[src/rtl/cb_pkg.sv]
// Shared definitions for the control-bounded ADC encoder and filter.
// Control vectors use bit i = decision of stage i on both sides.
package cb_pkg;

    localparam int          CB_STATE_W       = 24;
    localparam int unsigned CB_KAPPA_DEFAULT = 32768;

    typedef logic signed [CB_STATE_W-1:0] cb_state_t;

    function automatic logic signed [63:0] cb_sat(
        input logic signed [63:0] v,
        input int                 w
    );
        logic signed [63:0] hi;
        logic signed [63:0] lo;
        logic signed [63:0] r;
        hi = (64'sd1 <<< (w - 1)) - 64'sd1;
        lo = -(64'sd1 <<< (w - 1));
        r  = v;
        if (v > hi) begin
            r = hi;
        end else if (v < lo) begin
            r = lo;
        end
        return r;
    endfunction

endpackage

[src/rtl/cbadc_modulator_if.sv]
// Sample-in / control-vector-out bundle of the modulator.
interface cbadc_modulator_if #(
    parameter int N    = 3,
    parameter int IN_W = 16
);
    logic                   clr;
    logic signed [IN_W-1:0] u;
    logic                   u_valid;
    logic [N-1:0]           out;
    logic                   out_valid;
    logic [N-1:0]           ovf;

    modport master (
        output clr, u, u_valid,
        input  out, out_valid, ovf
    );

    modport slave (
        input  clr, u, u_valid,
        output out, out_valid, ovf
    );
endinterface

[src/rtl/cbadc_integrator.sv]
// One integrator stage: x <= sat(x + in + f), f = -/+KAPPA from sign of x.
module cbadc_integrator
    import cb_pkg::*;
#(
    parameter int          STATE_W = 24,
    parameter int unsigned KAPPA   = CB_KAPPA_DEFAULT
) (
    input  logic                      clk,
    input  logic                      rst,
    input  logic                      i_en,
    input  logic                      i_clr,
    input  logic signed [STATE_W-1:0] i_in,
    output logic signed [STATE_W-1:0] o_x,
    output logic                      o_s,
    output logic                      o_ovf
);
    localparam logic signed [STATE_W+1:0] L_KAP = (STATE_W+2)'(KAPPA);

    logic signed [STATE_W-1:0] r_x;
    logic                      r_ovf;
    logic                      w_s;
    logic signed [STATE_W+1:0] w_f;
    logic signed [STATE_W+1:0] w_sum;
    logic signed [63:0]        w_wide;
    logic signed [63:0]        w_sat;
    logic                      w_hit;

    assign w_s    = ~r_x[STATE_W-1];
    assign w_f    = w_s ? -L_KAP : L_KAP;
    assign w_sum  = (STATE_W+2)'(r_x) + (STATE_W+2)'(i_in) + w_f;
    assign w_wide = 64'(w_sum);
    assign w_sat  = cb_sat(w_wide, STATE_W);
    assign w_hit  = (w_sat != w_wide);

    always_ff @(posedge clk or negedge rst) begin
        if (!rst) begin
            r_x   <= '0;
            r_ovf <= 1'b0;
        end else if (i_clr) begin
            r_x   <= '0;
            r_ovf <= 1'b0;
        end else if (i_en) begin
            r_x   <= w_sat[STATE_W-1:0];
            r_ovf <= r_ovf | w_hit;
        end
    end

    assign o_x   = r_x;
    assign o_s   = w_s;
    assign o_ovf = r_ovf;
endmodule

[src/rtl/cbadc_modulator.sv]
// N-stage chain-of-integrators control-bounded ADC encoder.
module cbadc_modulator
    import cb_pkg::*;
#(
    parameter int          N       = 3,
    parameter int          IN_W    = 16,
    parameter int          STATE_W = 24,
    parameter int          BETA_SH = 0,
    parameter int unsigned KAPPA   = CB_KAPPA_DEFAULT
) (
    input  logic              clk,
    input  logic              rst,
    cbadc_modulator_if.slave  bus
);
    logic signed [STATE_W-1:0] w_x [N];
    logic [N-1:0]              w_s;
    logic [N-1:0]              w_ovf;
    logic                      w_step;
    logic [N-1:0]              r_out;
    logic                      r_out_valid;

    // clr wins over u_valid; the coincident sample is dropped
    assign w_step = bus.u_valid & ~bus.clr;

    for (genvar g = 0; g < N; g++) begin : g_st
        logic signed [STATE_W-1:0] w_in;
        if (g == 0) begin : g_first
            assign w_in = STATE_W'(bus.u);
        end else begin : g_chain
            assign w_in = w_x[g-1] >>> BETA_SH;
        end
        cbadc_integrator #(
            .STATE_W (STATE_W),
            .KAPPA   (KAPPA)
        ) u_int (
            .clk   (clk),
            .rst   (rst),
            .i_en  (w_step),
            .i_clr (bus.clr),
            .i_in  (w_in),
            .o_x   (w_x[g]),
            .o_s   (w_s[g]),
            .o_ovf (w_ovf[g])
        );
    end

    always_ff @(posedge clk or negedge rst) begin
        if (!rst) begin
            r_out       <= '0;
            r_out_valid <= 1'b0;
        end else if (bus.clr) begin
            r_out       <= '0;
            r_out_valid <= 1'b0;
        end else if (bus.u_valid) begin
            r_out       <= w_s;
            r_out_valid <= 1'b1;
        end else begin
            r_out_valid <= 1'b0;
        end
    end

    assign bus.out       = r_out;
    assign bus.out_valid = r_out_valid;
    assign bus.ovf       = w_ovf;
endmodule

[src/flat_wrapper.sv]
// flat-port wrapper written by rule: the top's interface ports become plain ports
module cbadc_modulator_flat import cb_pkg::*;
#(
    parameter int          N       = 3,
    parameter int          IN_W    = 16,
    parameter int          STATE_W = 24,
    parameter int          BETA_SH = 0,
    parameter int unsigned KAPPA   = CB_KAPPA_DEFAULT
)
  (clk, rst, bus_clr, bus_u, bus_u_valid, bus_out, bus_out_valid, bus_ovf);
  cbadc_modulator_if #(.N(N), .IN_W(IN_W)) bus_i ();
  input  logic clk;
  input  logic rst;
  input wire logic [$bits(bus_i.clr)-1:0] bus_clr;
  input wire logic [$bits(bus_i.u)-1:0] bus_u;
  input wire logic [$bits(bus_i.u_valid)-1:0] bus_u_valid;
  output wire logic [$bits(bus_i.out)-1:0] bus_out;
  output wire logic [$bits(bus_i.out_valid)-1:0] bus_out_valid;
  output wire logic [$bits(bus_i.ovf)-1:0] bus_ovf;
  assign bus_i.clr = bus_clr;
  assign bus_i.u = bus_u;
  assign bus_i.u_valid = bus_u_valid;
  assign bus_out = bus_i.out;
  assign bus_out_valid = bus_i.out_valid;
  assign bus_ovf = bus_i.ovf;
  cbadc_modulator #(.N(N), .IN_W(IN_W), .STATE_W(STATE_W), .BETA_SH(BETA_SH), .KAPPA(KAPPA)) u_core (.clk(clk), .rst(rst), .bus(bus_i));
endmodule
[config.mk]
export PLATFORM = sky130hd
export DESIGN_NAME = cbadc_modulator_flat
export DESIGN_NICKNAME = d
export VERILOG_FILES = /design/src/rtl/cb_pkg.sv /design/src/rtl/cbadc_modulator_if.sv /design/src/rtl/cbadc_integrator.sv /design/src/rtl/cbadc_modulator.sv /design/src/flat_wrapper.sv
export SDC_FILE = /design/constraint.sdc
export NUM_CORES = 1
export LEC_CHECK = 0
export ABC_AREA = 1
export BUFFER_PORTS_ARGS = -buffer_cell sky130_fd_sc_hd__buf_2
export CORE_MARGIN = 2
export CORE_UTILIZATION = 55
export DETAILED_ROUTE_END_ITERATION = 6
export HOLD_SLACK_MARGIN = 0.06
export PLACE_DENSITY = 0.72
export SKIP_LAST_GASP = 1
export SYNTH_ARGS = -nofsm -noshare
export SYNTH_HDL_FRONTEND = slang
export SYNTH_SLANG_ARGS = --single-unit
[constraint.sdc]
create_clock -name clk -period 6.2 [get_ports clk]
set_clock_uncertainty 0.05 [all_clocks]
set_input_delay 0.62 -clock clk [delete_from_list [all_inputs] [get_ports clk]]
set_output_delay 0.62 -clock clk [all_outputs]
set_load 0.005 [all_outputs]
* Word level (Yosys, flattened, before mapping)
Cells that the tools add are included. W data, S select, Z words.
Word-level totals: register bits 79, input port bits 20, output and inout port bits 7, logic and storage cells 58
Cells by class: add/sub/neg operators 6, order comparisons 6, equal/unequal tests 3, multiplexer cells 25, bitwise operators 8, reductions and logical operators 2
Operators with widths (count):
- $mux W64 | 6
- $ne A64 B26 Y1 | 3
- $mux W24 | 6
- $add A25 B26 Y26 | 3
- $gt A26 B24 Y1 const B | 3
- $lt A26 B24 Y1 const B | 3
- $mux W26 | 3
- $add A24 B24 Y25 | 2
- $add A24 B16 Y25 | 1
- $mux W1 | 8
- $mux W3 | 2
- $not A1 Y1 | 4
- $reduce_bool A2 Y1 | 2
- $or A1 B1 Y1 | 3
- $and A1 B1 Y1 | 1

* Logic depth before layout (Yosys ltp)
depth in word-level cells 9, mapped depth 22, gate-level depth less buffers 22

* Modules after synthesis
Synthesis repeated with hierarchy kept, for this count alone.
Second synthesis, totals: cells, all modules 1627, area total of the unflattened synthesis 10465.0 um2
By module, submodules not included:
- cbadc_integrator (u_core.g_st[0].u_int) | times used 1, cells an instance 553, area an instance 3463.3 um2, sequential area each 625.6 um2
- cbadc_integrator (u_core.g_st[2].u_int) | times used 1, cells an instance 528, area an instance 3442.1 um2, sequential area each 625.6 um2
- cbadc_integrator (u_core.g_st[1].u_int) | times used 1, cells an instance 529, area an instance 3404.5 um2, sequential area each 625.6 um2
- cbadc_modulator | times used 1, cells an instance 17, area an instance 155.1 um2, sequential area each 100.1 um2

* Worst setup path before layout
No wires, ideal clock.
kind reg2reg, from reg u_core.g_st[0].u_int.r_x[23], to reg u_core.g_st[0].u_int.r_x[12], setup time 0.083 ns, arrival time 3.292 ns, required time 6.067 ns, path slack 2.775 ns, stages on the path, launching flop included 19, path buffers 1, period minus slack after synthesis 3.425 ns, path through dfrtp_1 > inv_1 > fa_1 > ha_1 > nand2_1 > inv_1 > nand2_1 > nand2_1 > a21oi_1 > nand3_2 > a21oi_2 > nand2_1 > nand2_2 > nand3_1 > ha_1 > inv_1 > buf_2 > a31oi_1 > o21ai_0
On the way: word-level cells in the longest chain between the ends 7, elaborated cells on any way between the ends 9, those cells by class 2 x add/sub; 2 x order compare; 5 x mux
RTL lines:
- start, declared | line cbadc_integrator.sv:19 | logic signed [STATE_W-1:0] r_x;
- start signal, assigned | line cbadc_integrator.sv:43 | r_x <= w_sat[STATE_W-1:0];
- $add A24 B16 Y25 / $mux W26 (equally long branches) | line cbadc_integrator.sv:30, cbadc_integrator.sv:29
- $add A25 B26 Y26 * | line cbadc_integrator.sv:30 | assign w_sum = (STATE_W+2)'(r_x) + (STATE_W+2)'(i_in) + w_f;
- $lt A26 B24 Y1 | line cb_pkg.sv:22 | end else if (v < lo) begin
- $mux W64 | line cb_pkg.sv:22
- $mux W64 * | line cb_pkg.sv:20 | if (v > hi) begin
- $mux W24 * | line cbadc_integrator.sv:42 | end else if (i_en) begin
- $mux W24 * | line cbadc_integrator.sv:39 | end else if (i_clr) begin
Mark *: on every way between the ends. The rest lies on a longest branch, timed or not. The select of a mux whose other input is x is not followed. A chain may end at the register's enable or synchronous reset.

* Final worst setup path
from reg u_core.g_st[0].u_int.r_x[23], to reg u_core.g_st[0].u_int.r_x[7]
The elaborated chain is that of the path after synthesis.

==> impl_metrics.env <==
export IMPL_globalplace_congestion=0.918
export IMPL_place_inst=1498
export IMPL_diodes=0
export IMPL_clk_latency_ps=350
export IMPL_grt_ovfl_total=0
export IMPL_num_vias=8064
export IMPL_hpwl_um=17100
export IMPL_period_needed_ps=4120
export IMPL_h_tree_depth=3
export IMPL_layout_area_seq_mm2=0.00198
export IMPL_antenna_found_initial=0
export IMPL_cpMostUsedCell="inv_1"
export IMPL_worstPathCellList="inv_1 > fa_1 > ha_1 > nand2_1 > nor2_1 > inv_1 > nor2_1 > nand3_1 > nand3_2 > a21oi_2 > inv_1 > nand2_1 > nand2_2 > nand3_1 > ha_1 > inv_1 > a31oi_1 > o21ai_0"
export IMPL_synthArstFlopShare_pct=100
export IMPL_pin_count=27
export IMPL_critPathLaunchType="register"
export IMPL_synth_edf_count=0
export IMPL_fin_util_pct=59.6
export IMPL_drt_pass1_iter_count=5
export IMPL_status="finished clean"
export IMPL_r2r_end="u_core.g_st[0].u_int.o_x[7]"
export IMPL_via_per_inst=5.33
export IMPL_syn_area_mm2=0.00883
export IMPL_crit_family="adder cells"
export IMPL_drc=0
export IMPL_r2r_slack_ps=2080
export IMPL_crit_type="register to register"
export IMPL_final_common_cell="nand2_1"
export IMPL_synth_distinct_cells=46
export IMPL_maxSlewHeadroom_pct=34.4
export IMPL_initial_core_util_pct=56.0
export IMPL_die_area_mm2=0.0171
export IMPL_setup_tns_ps=0
export IMPL_cp_end_kind="register"
export IMPL_crit_buf_inv=4
export IMPL_regToRegStartpoint="u_core.g_st[0].u_int.o_x[23]"
export IMPL_critPathMaxStageDelay_ps=510
export IMPL_ys_ff_latch=79
export IMPL_whs_ps=379
export IMPL_cts_setup_buffers=0
export IMPL_num_rows=46
export IMPL_worst_slew_pin_slew_ps=984
export IMPL_die_w_um=131
export IMPL_drv_cap=0
export IMPL_syn_mean_instance_area_um2=6.90
export IMPL_drive_above_1_share_pct=7.09
export IMPL_yosys_most_used_dff="dfrtp_1"
export IMPL_wl_per_cell_um=14.2
export IMPL_clk_pin_slew_ps=70
export IMPL_synth_warnings=0
export IMPL_cts_hold_buf=0
export IMPL_synth_fp_nets=1445
export IMPL_die_h_um=131
export IMPL_area_growth_pct=6.38
export IMPL_slew_violations=0
export IMPL_hp_class="primary input to asynchronous set/reset pin"
export IMPL_cts_sinks=79
export IMPL_nFillCells=1544
export IMPL_clock_path_buffers=2
export IMPL_rsz0062_at_grt="no"
export IMPL_ant_nets=0
export IMPL_ys_seq_area_share_pct=22.4
export IMPL_multi_input_area_mm2=0.00604
export IMPL_syn_inst=1280
export IMPL_cts_buffers=9
export IMPL_r2r_cells=18
export IMPL_root_buffer="clkbuf_16"
export IMPL_core_mm2=0.0158
export IMPL_drtIter0Drc=432
export IMPL_layout_nets=1458
export IMPL_grt_pass1_wl_um=36100
export IMPL_grt_usage_pct=26.6
export IMPL_hold_viol_final=0
export IMPL_setup_viol=0
export IMPL_cts_resized=0
export IMPL_worstPathMaxFanout=15
export IMPL_cts_tree="done"
export IMPL_min_period_over_period_pct=66.4
export IMPL_final_cell_mix="nand2_1 (408), inv_1 (175), ha_1 (121)"
export IMPL_grt_pass1_vias=7822
export IMPL_wl_um=21500
export IMPL_required_ps=6400
export IMPL_numPortBuffers=26
export IMPL_fmax_mhz=243
export IMPL_cp_arrival_ps=4310
export IMPL_critical_path_slowest_cell="fa_1"
export IMPL_fin_cells=1514
export IMPL_grt_max_degree=80
[cell usage after synthesis, drive strengths merged (5+ instances only)]
master,instances,area [um2]
ha,121,1510
nand2,418,1600
inv,179,672
nor3,8,40.0
clkbuf,11,41.3
dfrtp,79,1980
xnor2,14,123
a31oi,9,56.3
nor2,78,295
nand3,71,370
o21bai,5,37.5
nand4,15,93.8
fa,24,480
nand3b,10,75.1
or2,9,58.8
xor2,17,149
o21ai,78,394
a21oi,90,526
a21o,5,37.5
buf,16,111
o211ai,5,37.5
[per-layer routing]
metal | vias up | global-route usage [%] | routed length, um
li1 | 4170 | - | -
met2 | 135 | 47.9 | 10500
met5 | - | 0 | 0
met3 | 30 | 3.22 | 685
met1 | 3729 | 33.7 | 9900
met4 | 0 | 7.63 | 403
[flip-flops by register name (all words and copies together), names as in the netlist]
| signal | cells |
|---|---|
| u_core.g_st.u_int.o_ovf | 3 |
| u_core.g_st.u_int.o_x | 72 |
| u_core.bus.out | 3 |
| u_core.bus.out_valid | 1 |
[through the flow]
step | setup WS (ps) | instance area [um2]
after floorplan | 2780 | 8830
final | 2080 | 9390
after global routing | 1690 | 9390
after CTS | 2070 | 9390
after global placement | 2150 | 9110
after detailed placement | 2030 | 9110
[worst max path at each step]
stage	from	cells after the start	to
floorplan	u_core.g_st[0].u_int.o_x[23]	18	u_core.g_st[0].u_int.o_x[12]
global placement	bus_u[15]	18	u_core.g_st[0].u_int.o_x[7]
detailed placement	bus_u[15]	18	u_core.g_st[0].u_int.o_x[7]
CTS	u_core.g_st[0].u_int.o_x[23]	18	u_core.g_st[0].u_int.o_x[7]
global route	u_core.g_st[0].u_int.o_x[23]	18	u_core.g_st[0].u_int.o_x[9]
finish	u_core.g_st[0].u_int.o_x[23]	18	u_core.g_st[0].u_int.o_x[7]
[cell type report]
cell class / count / share of cell area (%)
Sequential cell: 79 / 21.0
Tap cell: 216 / 2.88
Inverter: 179 / 7.15
Clock inverter: 7 / 0.586
Clock buffer: 9 / 2.40
Multi-Input combinational cell: 995 / 64.3
Timing Repair Buffer: 29 / 1.65
[cells by family after synthesis]
family	after synthesis	share of synthesized area, %
AO/OA/AOI/OAI	204	13.4
XOR/XNOR	31	3.07
adder cells (fa/ha/maj)	145	22.6
buffers and inverters	206	9.34
flip-flops	79	22.4
AND/OR/NAND/NOR	615	29.2
Power is left out: the tool's default activity adds up to more than one toggle a clock period on the data nets, which glitch-free logic cannot reach.
